File: src/rtl/qupls_regfile_write_arbiter_if.sv
// Writeback bus bundle between the functional-unit result buses and the
// register file write arbiter, including the RAM port A side.
interface qupls_regfile_write_arbiter_if #(
  parameter int NREQ = 4,
  parameter int WID  = 65,
  parameter int DEP  = 512
);
  localparam int RBIT = $clog2(DEP) - 1;

  logic [NREQ-1:0]           req_i;
  logic [NREQ-1:0][RBIT:0]   addr_i;
  logic [NREQ-1:0][WID-1:0]  data_i;
  logic [NREQ-1:0]           ack_o;
  logic                      ena_o;
  logic                      wea_o;
  logic [RBIT:0]             addra_o;
  logic [WID-1:0]            dina_o;
  logic [RBIT:0]             wr_tag_o;
  logic                      wr_tag_v_o;
  logic                      init_done_o;

  modport master (
    output req_i, addr_i, data_i,
    input  ack_o, ena_o, wea_o, addra_o, dina_o, wr_tag_o, wr_tag_v_o, init_done_o
  );

  modport slave (
    input  req_i, addr_i, data_i,
    output ack_o, ena_o, wea_o, addra_o, dina_o, wr_tag_o, wr_tag_v_o, init_done_o
  );
endinterface

File: src/rtl/qupls_regfile_write_arbiter.sv
// Round-robin arbiter sharing one register file RAM write port among NREQ
// writeback buses; zero-fills every physical register after reset.
//
// state | meaning
// INIT  | zero-fill sweep of addresses 0..DEP-1, no grants
// RUN   | round-robin arbitration, one registered write per cycle
module qupls_regfile_write_arbiter #(
  parameter int NREQ = 4,
  parameter int WID  = 65,
  parameter int DEP  = 512
) (
  input  logic                             clk,
  input  logic                             rst,
  qupls_regfile_write_arbiter_if.slave     wb
);
  localparam int RBIT = $clog2(DEP) - 1;
  localparam int PW   = (NREQ > 1) ? $clog2(NREQ) : 1;
  localparam logic [RBIT:0] CNT_LAST = (RBIT+1)'(DEP - 1);

  typedef enum logic {INIT, RUN} state_t;

  state_t          state;
  logic [RBIT:0]   cnt;
  logic [PW-1:0]   ptr;
  logic            found;
  logic [PW-1:0]   win;
  logic [PW-1:0]   ptr_nxt;
  logic [PW-1:0]   idx;
  int              idx_i;

  // First asserted request at or after the pointer, wrapping modulo NREQ.
  always_comb begin
    found   = 1'b0;
    win     = '0;
    ptr_nxt = ptr;
    idx     = '0;
    idx_i   = 0;
    for (int i = 0; i < NREQ; i++) begin
      idx_i = int'(ptr) + i;
      if (idx_i >= NREQ) idx_i = idx_i - NREQ;
      idx = PW'(idx_i);
      if (!found && wb.req_i[idx]) begin
        found   = 1'b1;
        win     = idx;
        ptr_nxt = (idx_i == NREQ - 1) ? '0 : PW'(idx_i + 1);
      end
    end
  end

  assign wb.ack_o = (state == RUN && found) ? (NREQ'(1) << win) : '0;

  always_ff @(posedge clk or posedge rst) begin
    if (rst) begin
      state          <= INIT;
      cnt            <= '0;
      ptr            <= '0;
      wb.ena_o       <= 1'b0;
      wb.wea_o       <= 1'b0;
      wb.addra_o     <= '0;
      wb.dina_o      <= '0;
      wb.wr_tag_o    <= '0;
      wb.wr_tag_v_o  <= 1'b0;
      wb.init_done_o <= 1'b0;
    end else begin
      case (state)
        INIT: begin
          wb.ena_o      <= 1'b1;
          wb.wea_o      <= 1'b1;
          wb.addra_o    <= cnt;
          wb.dina_o     <= '0;
          wb.wr_tag_v_o <= 1'b0;
          if (cnt == CNT_LAST) begin
            state          <= RUN;
            wb.init_done_o <= 1'b1;
          end else begin
            cnt <= cnt + 1'b1;
          end
        end
        RUN: begin
          if (found) begin
            ptr           <= ptr_nxt;
            wb.addra_o    <= wb.addr_i[win];
            wb.dina_o     <= wb.data_i[win];
            wb.wr_tag_o   <= wb.addr_i[win];
            // Register 0 is hardwired zero: acked, but never written.
            wb.ena_o      <= (wb.addr_i[win] != '0);
            wb.wea_o      <= (wb.addr_i[win] != '0);
            wb.wr_tag_v_o <= (wb.addr_i[win] != '0);
          end else begin
            wb.ena_o      <= 1'b0;
            wb.wea_o      <= 1'b0;
            wb.wr_tag_v_o <= 1'b0;
          end
        end
        default: state <= INIT;
      endcase
    end
  end
endmodule

File: src/flat_wrapper.sv
// flat-port wrapper written by rule: the top's interface ports become plain ports
module qupls_regfile_write_arbiter_flat 
#(
  parameter int NREQ = 4,
  parameter int WID  = 65,
  parameter int DEP  = 512
)
  (clk, rst, wb_req_i, wb_addr_i, wb_data_i, wb_ack_o, wb_ena_o, wb_wea_o, wb_addra_o, wb_dina_o, wb_wr_tag_o, wb_wr_tag_v_o, wb_init_done_o);
  qupls_regfile_write_arbiter_if #(.NREQ(NREQ), .WID(WID), .DEP(DEP)) wb_i ();
  input  logic clk;
  input  logic rst;
  input wire logic [$bits(wb_i.req_i)-1:0] wb_req_i;
  input wire logic [$bits(wb_i.addr_i)-1:0] wb_addr_i;
  input wire logic [$bits(wb_i.data_i)-1:0] wb_data_i;
  output wire logic [$bits(wb_i.ack_o)-1:0] wb_ack_o;
  output wire logic [$bits(wb_i.ena_o)-1:0] wb_ena_o;
  output wire logic [$bits(wb_i.wea_o)-1:0] wb_wea_o;
  output wire logic [$bits(wb_i.addra_o)-1:0] wb_addra_o;
  output wire logic [$bits(wb_i.dina_o)-1:0] wb_dina_o;
  output wire logic [$bits(wb_i.wr_tag_o)-1:0] wb_wr_tag_o;
  output wire logic [$bits(wb_i.wr_tag_v_o)-1:0] wb_wr_tag_v_o;
  output wire logic [$bits(wb_i.init_done_o)-1:0] wb_init_done_o;
  assign wb_i.req_i = wb_req_i;
  assign wb_i.addr_i = wb_addr_i;
  assign wb_i.data_i = wb_data_i;
  assign wb_ack_o = wb_i.ack_o;
  assign wb_ena_o = wb_i.ena_o;
  assign wb_wea_o = wb_i.wea_o;
  assign wb_addra_o = wb_i.addra_o;
  assign wb_dina_o = wb_i.dina_o;
  assign wb_wr_tag_o = wb_i.wr_tag_o;
  assign wb_wr_tag_v_o = wb_i.wr_tag_v_o;
  assign wb_init_done_o = wb_i.init_done_o;
  qupls_regfile_write_arbiter #(.NREQ(NREQ), .WID(WID), .DEP(DEP)) u_core (.clk(clk), .rst(rst), .wb(wb_i));
endmodule
File: config.mk
export PLATFORM = sky130hd
export DESIGN_NAME = qupls_regfile_write_arbiter_flat
export DESIGN_NICKNAME = d
export VERILOG_FILES = /design/src/rtl/qupls_regfile_write_arbiter_if.sv /design/src/rtl/qupls_regfile_write_arbiter.sv /design/src/flat_wrapper.sv
export SDC_FILE = /design/constraint.sdc
export NUM_CORES = 1
export LEC_CHECK = 0
export BUFFER_PORTS_ARGS = -buffer_cell sky130_fd_sc_hd__buf_2
export CORE_AREA = 2 2 151 153
export CTS_CLUSTER_SIZE = 20
export DETAILED_ROUTE_END_ITERATION = 6
export DIE_AREA = 0 0 153 155
export PLACE_DENSITY_LB_ADDON = 0.2
export REMOVE_ABC_BUFFERS = 1
export SYNTH_ARGS = -nofsm -noshare
export SYNTH_HDL_FRONTEND = slang
export SYNTH_SLANG_ARGS = --single-unit
File: constraint.sdc
create_clock -name clk -period 4.15 [get_ports clk]
set_clock_uncertainty 0.2 [all_clocks]
set_input_delay 0.2075 -clock clk [delete_from_list [all_inputs] [get_ports clk]]
set_output_delay 0.2075 -clock clk [all_outputs]
set_load 0.05 [all_outputs]
==> results of run 1 <==
[worst max-delay path: stages, from the launching register on]
cell and delay [ns]:
dfrtp_1 0.56, inv_1 0.14, ha_1 0.32, buf_4 0.19, mux2i_1 0.15, a32o_1 0.29, a22oi_2 0.29, nor2b_4 0.08
nand2b_1 0.41, nor3b_1 0.29, buf_2 0.30
[final timing paths]
kind                                       start                     to  slack (ns)  depth (start not counted)
setup / recovery                   u_core.ptr[1]            wb_ack_o[0]        0.37                         10
max in group asynchronous                    rst   u_core.wb.addra_o[4]        2.54                          4
hold / removal                     wb_data_i[96]   u_core.wb.dina_o[31]        0.04                          4
min in group asynchronous                    rst   u_core.wb.dina_o[12]        0.33                          3
hold reg to reg            u_core.wb.init_done_o  u_core.wb.init_done_o        0.26                          1
setup reg to reg                   u_core.ptr[1]        u_core.wb.ena_o        0.46                         11
[synth_stat cells (3+ instances only)]
| master | count | area share [%] |
|---|---|---|
| inv_1 | 7 | 0.38 |
| dfrtp_1 | 98 | 36 |
| a211oi_1 | 67 | 7.3 |
| a21oi_1 | 80 | 5.8 |
| mux2_2 | 17 | 2.8 |
| mux2i_1 | 31 | 4.5 |
| nor3_1 | 5 | 0.36 |
| buf_2 | 11 | 0.80 |
| nand4_1 | 5 | 0.45 |
| and2_0 | 43 | 3.9 |
| nor2_1 | 19 | 1.0 |
| buf_4 | 16 | 1.7 |
| ha_1 | 6 | 1.1 |
| mux4_2 | 3 | 0.98 |
| and2_1 | 22 | 2.0 |
| nand2_1 | 206 | 11 |
| o21ai_0 | 4 | 0.29 |
| o22ai_1 | 4 | 0.36 |
| a311o_1 | 65 | 9.5 |
| buf_6 | 8 | 1.3 |
| clkbuf_1 | 45 | 2.5 |
| xor2_1 | 3 | 0.38 |
| xnor2_1 | 4 | 0.51 |
[metrics by stage]
stage	utilization (%)	instance area, µm²	hold slack [ns]	TNS, ns
after floorplan	-	6436	0.2567	-410.94
after global placement	40.43	8986	0.1994	0
after detailed placement	40.43	8986	0.2033	0
after CTS	41.73	9275	0.02651	0
after global routing	41.75	9280	0.04599	0
final	41.75	9280	0.04049	0
[registers in the layout, summed over array words and instances, names as in the netlist]
signal                 flops
u_core.state               1
u_core.wb.init_done_o      1
u_core.wb.addra_o          9
u_core.wb.wr_tag_v_o       1
u_core.cnt                 9
u_core.ptr                 2
u_core.wb.dina_o          65
u_core.wb.ena_o            1
u_core.wb.wr_tag_o         9
[layout make-up]
class / instances / area share (%)
Timing Repair Buffer: 408 / 23.41
Multi-Input combinational cell: 623 / 42.93
Sequential cell: 98 / 26.43
Clock buffer: 11 / 2.616
Inverter: 9 / 0.3910
Tap cell: 285 / 3.843
Clock inverter: 5 / 0.3910
[power by group through the flow]
stage	sequential (mW)	clock [mW]	combinational [mW]
detailed placement	0.973	0	0.525
global route	0.954	0.881	0.577
CTS	0.954	0.849	0.528
finish	0.954	0.817	0.520
floorplan	0.973	0	0.302
global placement	0.973	0	0.523
[metal layers]
layer,up-vias,share of wire (%)
met5,-,0
met4,0,1.8
li1,3609,-
met2,249,49
met1,3415,43
met3,29,6.1
[kinds of logic (layout without fill, tap and decap cells)]
kind of cell / count (synthesis) / count (layout) / synth area share (%)
simple gates: 315 / 315 / 20.50
compound gates: 242 / 242 / 26.12
flops: 98 / 98 / 35.66
buf+inv: 91 / 433 / 6.913
mux: 53 / 53 / 8.823
xor+xnor: 7 / 7 / 0.8914
fa+ha+maj: 6 / 6 / 1.091
[timing repair]
action                                  CTS  global route
hold buffers                              1             0
resized for setup                         0             1
endpoints found under the setup margin    0             2
endpoints found under the hold margin    56             0
==> results.tsv, run 1 <==
stage	metric	value	unit
clocking	CTS root buf	clkbuf_16	
sta	setup ws final	0.3718	ns
layout	Sequential Area	2452	µm²
layout	fill count	2296	
clocking	worst skew pair latency	0.35	ns
synth	sequential-to-total area share from yosys stat	35.66	%
pwr	switching share of power	28.38	%
pwr	Clock power frac	35.6	%
placed_design	Detailed Place HPWL	17.38	mm
layout	share of cells above drive strength 1	39.60	%
placed_design	worst slack at placement	0.4295	ns
sta	fmax	264.7	MHz
global_route	initial antenna violation count	0	
sta	final-report setup violation count	0	
die	height of the die	155	µm
clocking	TritonCTS clock tree	yes	
die	# rows	55	
die	I/O pin count	393	
layout	commonest non-fill, non-tap cell in the layout	buf_2	
run	Max Cap Violations	0	
sta	period utilization	91.04	%
worst_hold_path	hold crit path type	in2reg	
setup_path	Worst Path Required	3.74	ns
global_route	GR Util met1	24.33	%
global_route	vias in the first global route	7006	
sta	Tmin final	3.778	ns
route	drt total wl	24.12	mm
setup_path	critical path capture point type	output port	
clocking	CTS buffer count	9	
layout	nets@finish	1457	
layout	area grow syn2layout	34.93	%
pwr	logic gate share of total power	22.7	%
synth	Avg Synthesized Cell Area	8.470	µm²
sta	Hold Vio Cnt, Final	0	
sta	Slew @ Worst Pin	0.7949	ns
layout	Antenna diodes	0	
global_route	largest net degree at the start of global routing	141	
clocking	Clock Path Buffers	2	
global_route	layer with the highest usage	met2	
clocking	clock sinks	98	
synth	Post-Syn Area	6878	µm²
die	total die area	23720	µm²
global_route	gr ovfl total	0	
global_route	grt met3 use	3.900	%
route	wire per inst	16.76	µm
route	vias per inst	5.074	
layout	commonest cells after routing, fill and taps aside	392 x buf_2, 206 x nand2_1, 98 x dfrtp_1, 80 x a21oi_1, 67 x a211oi_1	
clocking	H-tree depth	3	
die	Core Footprint	22230	µm²
synth	Synth Flop Type	dfrtp_1	
clocking	Setup Buffers After CTS	0	
route	TritonRoute pass-1 iters	4	
global_route	grt met2 use	33.72	%
synth	Post-synth EDFFs	0	
pwr	Leak	4.568	nW
setup_path	type of origin of the critical path	flip-flop	
sta	Slew headroom	47.01	%
synth	FFs w/ async S/R, synth	100.0	%
global_route	All-Layer GR Usage	19.33	%
sta	pins over their slew limit	0	
route	vias	7302	
setup_path	Max FO, Critical Path	13	
setup_path	WP data arrival	3.37	ns
pwr	P_int	1.641	mW
pwr	Seq pwr share	41.7	%
die	Starting Density	30.94	%
setup_path	Setup CP Type	reg2out	
route	DR DRC count	0	
synth	Synth Warn #	0	
run_status	outcome	complete, no violations	
pwr	Max VDD drop	169.3	µV
synth	Syn Inst Count	812	
global_route	global-route wire length before repair	37.25	mm
layout	Final Non-Filler Cells	1439	
placed_design	Placer Congestion	0.8355	
placed_design	Buffers on Ports	392	
clocking	Clock Pin Slew Worst Setup and Hold Paths	0.07	ns
die	die width	153	µm
placed_design	Inst Count DP	1422	
layout	area occupied by multi-input gates	3984	µm²
pwr	PwrDens	246.9	nW/µm²
sta	unrepaired setup endpoints after global routing	no	
route	1st-iter DRT viols	398	
pwr	Total Power	2.291	mW
route	ANT nets after route	0	
pwr	net switching power figure	650.1	µW
synth	post-synth cell types	54	
synth	post-synthesis register bit count	98	
(Power assumes the default switching activity.)
==> inputs of run 2 (changes only) <==
--- a/config.mk
+++ b/config.mk
@@ -11,7 +11,6 @@
 export DETAILED_ROUTE_END_ITERATION = 6
 export DIE_AREA = 0 0 153 155
 export PLACE_DENSITY_LB_ADDON = 0.2
-export REMOVE_ABC_BUFFERS = 1
 export SYNTH_ARGS = -nofsm -noshare
 export SYNTH_HDL_FRONTEND = slang
 export SYNTH_SLANG_ARGS = --single-unit
==> run 2 against run 1 <==
  * Global-route usage increased by 1.3 points
  * Sequential power about the same
  * Worst setup slack got worse by 0.012 ns
  * Die area unchanged
  * Routed wire length increased by 4.8%
  * Largest cell class unchanged
==> results.tsv, run 2 (same netlist as run 1, synthesis figures left out) <==
stage	metric	value	unit	change
die	total die area	23720	µm²	unchanged
clocking	TritonCTS clock tree	yes		
layout	commonest cells after routing, fill and taps aside	392 x buf_2, 206 x nand2_1, 98 x dfrtp_1, 80 x a21oi_1, 67 x a211oi_1		
global_route	gr ovfl total	0		unchanged
route	TritonRoute pass-1 iters	4		unchanged
route	1st-iter DRT viols	406		+2.0%
route	WL met3	1.653	mm	+12%
run	Max Cap Violations	0		unchanged
sta	Slew headroom	41.26	%	-5.7 points
clocking	CTS root buf	clkbuf_16		
layout	nets@finish	1462		+0.34%
clocking	Clock Pin Slew Worst Setup and Hold Paths	0.08	ns	about the same
route	met1 WL	10.62	mm	+3.3%
placed_design	Placer Congestion	0.8194		-1.9%
sta	Tmin final	3.790	ns	+0.01167 ns
layout	Sequential Area	2452	µm²	unchanged
setup_path	Worst Path Required	3.74	ns	about the same
sta	fmax	263.9	MHz	-0.31%
layout	fill count	2304		+0.35%
sta	pins over their slew limit	0		unchanged
global_route	global-route wire length before repair	39.43	mm	+5.9%
worst_hold_path	worst hold stages	4		unchanged
setup_path	critical path capture point type	output port		
worst_hold_path	Hold Path Origin	wb_data_i[115]		
route	DR WL met2	12.15	mm	+1.9%
clocking	worst skew pair latency	0.35	ns	about the same
layout	area grow syn2layout	36.44	%	
setup_path	Setup CP Type	reg2out		
sta	period utilization	91.32	%	+0.28 points
clocking	Clock Path Buffers	2		unchanged
route	vias per inst	5.140		+1.3%
pwr	Leak	4.617	nW	+1.1%
global_route	largest net degree at the start of global routing	141		unchanged
die	Starting Density	30.94	%	unchanged
layout	Largest register FFs	65		unchanged
layout	Biggest register	u_core.wb.dina_o		
synth	Syn Nets	1120		
route	vias	7427		+1.7%
setup_path	WP data arrival	3.38	ns	about the same
setup_path	worst r2r src	u_core.ptr[1]		
sta	Final TNS setup	0	ns	unchanged
sta	Hold Vio Cnt, Final	0		unchanged
sta	final-report setup violation count	0		unchanged
placed_design	worst slack at placement	0.5147	ns	+0.08527 ns
route	top sig layer	met4		
setup_path	Max FO, Critical Path	58		+45
worst_hold_path	hold crit path type	in2reg		
die	# rows	55		unchanged
die	height of the die	155	µm	unchanged
worst_hold_path	Hold Path Sink	u_core.wb.dina_o[50]		
sta	Slew @ Worst Pin	0.8811	ns	+0.08623 ns
setup_path	worst r2r path cells	11		unchanged
layout	share of cells above drive strength 1	40.12	%	+0.52 points
setup_path	reg2reg end	u_core.wb.ena_o		
setup_path	Reg2Reg Setup Slack	0.49	ns	+0.03 ns
placed_design	Detailed Place HPWL	18.84	mm	+8.4%
die	I/O pin count	393		unchanged
layout	commonest non-fill, non-tap cell in the layout	buf_2		
die	die width	153	µm	unchanged
global_route	vias in the first global route	7278		+3.9%
global_route	initial antenna violation count	1		+1
clocking	clock sinks	98		unchanged
run_status	outcome	complete, no violations		
route	drt total wl	25.27	mm	+4.8%
die	Core Footprint	22230	µm²	unchanged
clocking	H-tree depth	3		unchanged
pwr	PwrDens	260.5	nW/µm²	+5.5%
route	DR DRC count	0		unchanged
route	ANT nets after route	0		unchanged
setup_path	type of origin of the critical path	flip-flop		
route	wire per inst	17.49	µm	+4.3%
pwr	Max VDD drop	190.9	µV	+13%
sta	setup ws final	0.3601	ns	-0.01167 ns
layout	area occupied by multi-input gates	3991	µm²	+0.19%
sta	unrepaired setup endpoints after global routing	no		
global_route	All-Layer GR Usage	20.61	%	+1.3 points
clocking	CTS buffer count	9		unchanged
placed_design	Buffers on Ports	392		unchanged
## run 2: changes by cell type in the layout (fill, tap and decap cells not counted), sizes merged
cell      change
buf           +5
bufinv        +2
clkbuf        -1
clkinv        -2
clkinvlp      +1
diode         +1
## run 2: per-layer routing
layer	vias up	track usage, %
met5	-	0
met4	0	7.187
met3	42	4.206
met2	299	34.76
met1	3463	26.38
li1	3623	-
## run 2: where the power goes
part / internal [mW] / switching, mW / total, mW
clock network: 0.554 / 0.406 / 0.960
registers: 0.954 / 0 / 0.954
logic: 0.262 / 0.269 / 0.531
total: 1.77 / 0.674 / 2.44
## run 2: stage by stage
stage	cell area (µm²)	utilization, %	power, mW	hold WS [ns]	instances
2_1_floorplan	6888	-	1.288	0.2567	812
3_3_place_gp	9034	40.64	1.506	0.2388	1427
3_5_place_dp	9034	40.64	1.506	0.2413	1427
4_1_cts	9379	42.20	2.479	0.02698	1444
5_1_grt	9384	42.22	2.574	0.04412	1445
6_report	9384	42.22	2.445	0.04409	1445
## run 2: repair_timing
action                     CTS  global route
gates resized for setup      0             1
hold endpoints to repair    62             0
hold buffers                 1             0
setup buffers                0             0
setup endpoints to repair    0             4
## run 2: worst max-delay path, cell delays in order, from the launching register on
cell and delay (ns):
dfrtp_1 0.58, inv_1 0.11, ha_1 0.31, buf_4 0.19, mux2i_1 0.14, a32o_1 0.27, a22oi_1 0.43, o22ai_4 0.25
buf_12 0.24, nor3_1 0.18, buf_2 0.29
## run 2: how the worst max path moves through the flow
stage	depth (start not counted)	start	to	slack, ns
after floorplan	13	u_core.ptr[0]	wb_ack_o[2]	0.02
after global placement	11	u_core.ptr[1]	u_core.wb.ena_o	0.58
after detailed placement	11	u_core.ptr[1]	u_core.wb.ena_o	0.51
after CTS	10	u_core.ptr[1]	wb_ack_o[0]	0.18
after global routing	10	u_core.ptr[1]	wb_ack_o[1]	0.13
final	10	u_core.ptr[1]	wb_ack_o[3]	0.36
## run 2: area by class of cell
cell class / count / area share [%]
multi-input cells: 623 / 42.53
clock inverters: 6 / 1.027
diodes: 1 / 0.02667
repair buffers: 413 / 23.55
clock buffers: 10 / 2.547
flip-flops and latches: 98 / 26.13
inverters: 9 / 0.3867
well taps: 285 / 3.800
==> inputs of run 3 (changes only) <==
--- a/config.mk
+++ b/config.mk
@@ -10,7 +10,9 @@
 export CTS_CLUSTER_SIZE = 20
 export DETAILED_ROUTE_END_ITERATION = 6
 export DIE_AREA = 0 0 153 155
+export HOLD_SLACK_MARGIN = 0.15
 export PLACE_DENSITY_LB_ADDON = 0.2
+export SLEW_MARGIN = 20
 export SYNTH_ARGS = -nofsm -noshare
 export SYNTH_HDL_FRONTEND = slang
 export SYNTH_SLANG_ARGS = --single-unit
==> run 3 against run 2 <==
  * Flip-flop and latch count unchanged
  * Power up 6.8%
  * Clock power about the same
  * Routed wire length up 6.7%
  * Register-to-register slack worse by 0.32 ns
  * Sequential power about the same
  * Count of clock-buffer cells in the layout unchanged
  * Largest cell class unchanged
==> results.tsv, run 3 (same netlist as run 1, synthesis figures left out) <==
stage	metric	value	unit	change
worst_hold_path	worst hold stages	4		unchanged
clocking	clock sinks	98		unchanged
sta	Final TNS setup	0	ns	unchanged
layout	Final Non-Filler Cells	1584		+9.6%
worst_hold_path	Hold Path Sink	u_core.wb.dina_o[11]		
placed_design	Detailed Place HPWL	18.84	mm	unchanged
layout	commonest non-fill, non-tap cell in the layout	buf_2		
pwr	Max VDD drop	189.8	µV	-0.61%
setup_path	Reg2Reg Setup Slack	0.17	ns	-0.32 ns
layout	share of cells above drive strength 1	36.67	%	-3.4 points
clocking	H-tree depth	3		unchanged
global_route	gr ovfl total	0		unchanged
setup_path	Setup CP Type	reg2reg		
clocking	CTS root buf	clkbuf_16		
die	I/O pin count	393		unchanged
clocking	Clock Pin Slew Worst Setup and Hold Paths	0.08	ns	about the same
route	TritonRoute pass-1 iters	6		+2
placed_design	Buffers on Ports	392		unchanged
sta	Slew @ Worst Pin	0.8774	ns	-0.003725 ns
worst_hold_path	Hold Path Origin	wb_data_i[141]		
setup_path	critical path capture point type	flip-flop		
die	Core Footprint	22230	µm²	unchanged
pwr	PwrDens	242.4	nW/µm²	-7.0%
route	DR DRC count	0		unchanged
setup_path	worst r2r path cells	10		-1
setup_path	cell mode on critical path	buf_4		
setup_path	worst r2r src	u_core.ptr[0]		
setup_path	crit-path max cell delay	0.60	ns	+0.02 ns
setup_path	reg2reg end	u_core.wb.dina_o[61]		
global_route	global-route wire length before repair	41.50	mm	+5.2%
pwr	Seq pwr share	36.5	%	-2.5 points
layout	commonest cells after routing, fill and taps aside	392 x buf_2, 206 x nand2_1, 131 x dlygate4sd3_1, 97 x dfrtp_1, 80 x a21oi_1		
global_route	All-Layer GR Usage	21.49	%	+0.88 points
route	ANT nets after route	0		unchanged
die	Starting Density	30.94	%	unchanged
worst_hold_path	hold crit path type	in2reg		
layout	area grow syn2layout	56.61	%	
route	wire per inst	17.03	µm	-2.7%
pwr	net switching power figure	707.4	µW	+4.9%
run	Max Cap Violations	0		unchanged
clocking	CTS buffer count	9		unchanged
sta	pins over their slew limit	0		unchanged
layout	Largest register FFs	65		unchanged
route	drt total wl	26.97	mm	+6.7%
route	vias	8023		+8.0%
layout	fill count	2190		-4.9%
die	die width	153	µm	unchanged
die	height of the die	155	µm	unchanged
run_status	outcome	complete, no violations		
setup_path	Worst Path Required	4.23	ns	+0.49 ns
setup_path	type of origin of the critical path	flip-flop		
setup_path	crit-path cells	buf_4, mux4_2, o21bai_4, a22oi_2, buf_12, buf_4, a211oi_1, a311o_1, dlygate4sd3_1, a21oi_1		
route	vias per inst	5.065		-1.5%
synth	Syn Nets	1120		unchanged
sta	Tmin final	3.984	ns	+0.1946 ns
layout	Biggest register	u_core.wb.dina_o		
sta	Slew headroom	41.51	%	+0.25 points
sta	period utilization	96.01	%	+4.7 points
die	# rows	55		unchanged
setup_path	critical path's slowest cell	mux4_2		
clocking	Clock Path Buffers	2		unchanged
layout	Util after Layout	48.46	%	+6.2 points
pwr	P_int	1.903	mW	+7.5%
placed_design	Placer Congestion	0.8194		unchanged
clocking	TritonCTS clock tree	yes		
global_route	largest net degree at the start of global routing	141		unchanged
sta	Hold Vio Cnt, Final	0		unchanged
pwr	switching share of power	27.09	%	-0.48 points
pwr	Total Power	2.611	mW	+6.8%
pwr	Clock power frac	36.8	%	-2.5 points
sta	final-report setup violation count	0		unchanged
die	total die area	23720	µm²	unchanged
sta	WHS	0.2079	ns	+0.1639 ns
pwr	Leak	5.209	nW	+13%
pwr	logic gate share of total power	26.7	%	+5.0 points
layout	nets@finish	1601		+9.5%
placed_design	Inst Count DP	1427		unchanged
global_route	vias in the first global route	7897		+8.5%
setup_path	Max FO, Critical Path	46		-21%
route	1st-iter DRT viols	411		+1.2%
clocking	worst skew pair latency	0.34	ns	about the same
setup_path	WP data arrival	4.06	ns	+0.68 ns
global_route	initial antenna violation count	1		unchanged
sta	fmax	251.0	MHz	-4.9%
## run 3: how the worst max path moves through the flow
stage	end	slack, ns	cells after the start	startpoint
floorplan	wb_ack_o[2]	0.02	13	u_core.ptr[0]
global placement	u_core.wb.ena_o	0.58	11	u_core.ptr[1]
detailed placement	u_core.wb.ena_o	0.51	11	u_core.ptr[1]
CTS	u_core.wb.dina_o[35]	0.02	12	u_core.ptr[1]
global route	u_core.wb.dina_o[4]	-0.01	12	u_core.ptr[1]
finish	u_core.wb.dina_o[61]	0.17	10	u_core.ptr[0]
## run 3: repair_timing
item                                    4_1_cts  5_1_grt
endpoints found under the setup margin        0       65
buffers inserted                              0        8
endpoints found under the hold margin       127        0
hold buffers                                131        0
resized for setup                             0        5
## run 3: final cells by class
class / count / area [µm²] / share of cell area, %
Antenna cell: 1 / 2.502 / 0.02323
Clock buffer: 10 / 239.0 / 2.219
Clock inverter: 6 / 96.34 / 0.8944
Inverter: 9 / 36.28 / 0.3369
Multi-Input combinational cell: 624 / 4011 / 37.24
Sequential cell: 98 / 2454 / 22.78
Tap cell: 285 / 356.6 / 3.310
Timing Repair Buffer: 551 / 3576 / 33.20
## run 3: stage by stage
step	setup WS, ns	cell area (µm²)
after global placement	0.5823	9034
after CTS	0.01955	10680
after global routing	-0.01381	10770
after detailed placement	0.5147	9034
after floorplan	0.02318	6888
final	0.1655	10770
## run 3: critical path: cells and delay by family (launching register included)
family | cells | cell delay, ns
mux | 1 | 0.60
buf+inv | 4 | 1.47
flops | 1 | 0.34
compound gates | 5 | 1.25
## run 3: metal layers
metal | vias to the layer above | track usage, % | part of all wire, %
met4 | 0 | 7.804 | 3.8
met3 | 52 | 4.123 | 5.5
met5 | - | 0 | 0
li1 | 3910 | - | -
met2 | 292 | 36.86 | 49
met1 | 3769 | 27.04 | 42
## run 3: power groups by stage
stage,combinational [mW],sequential [mW],clock [mW]
floorplan,0.314,0.973,0
global placement,0.534,0.973,0
detailed placement,0.533,0.973,0
CTS,0.684,0.954,0.988
global route,0.765,0.954,1.03
finish,0.697,0.954,0.960
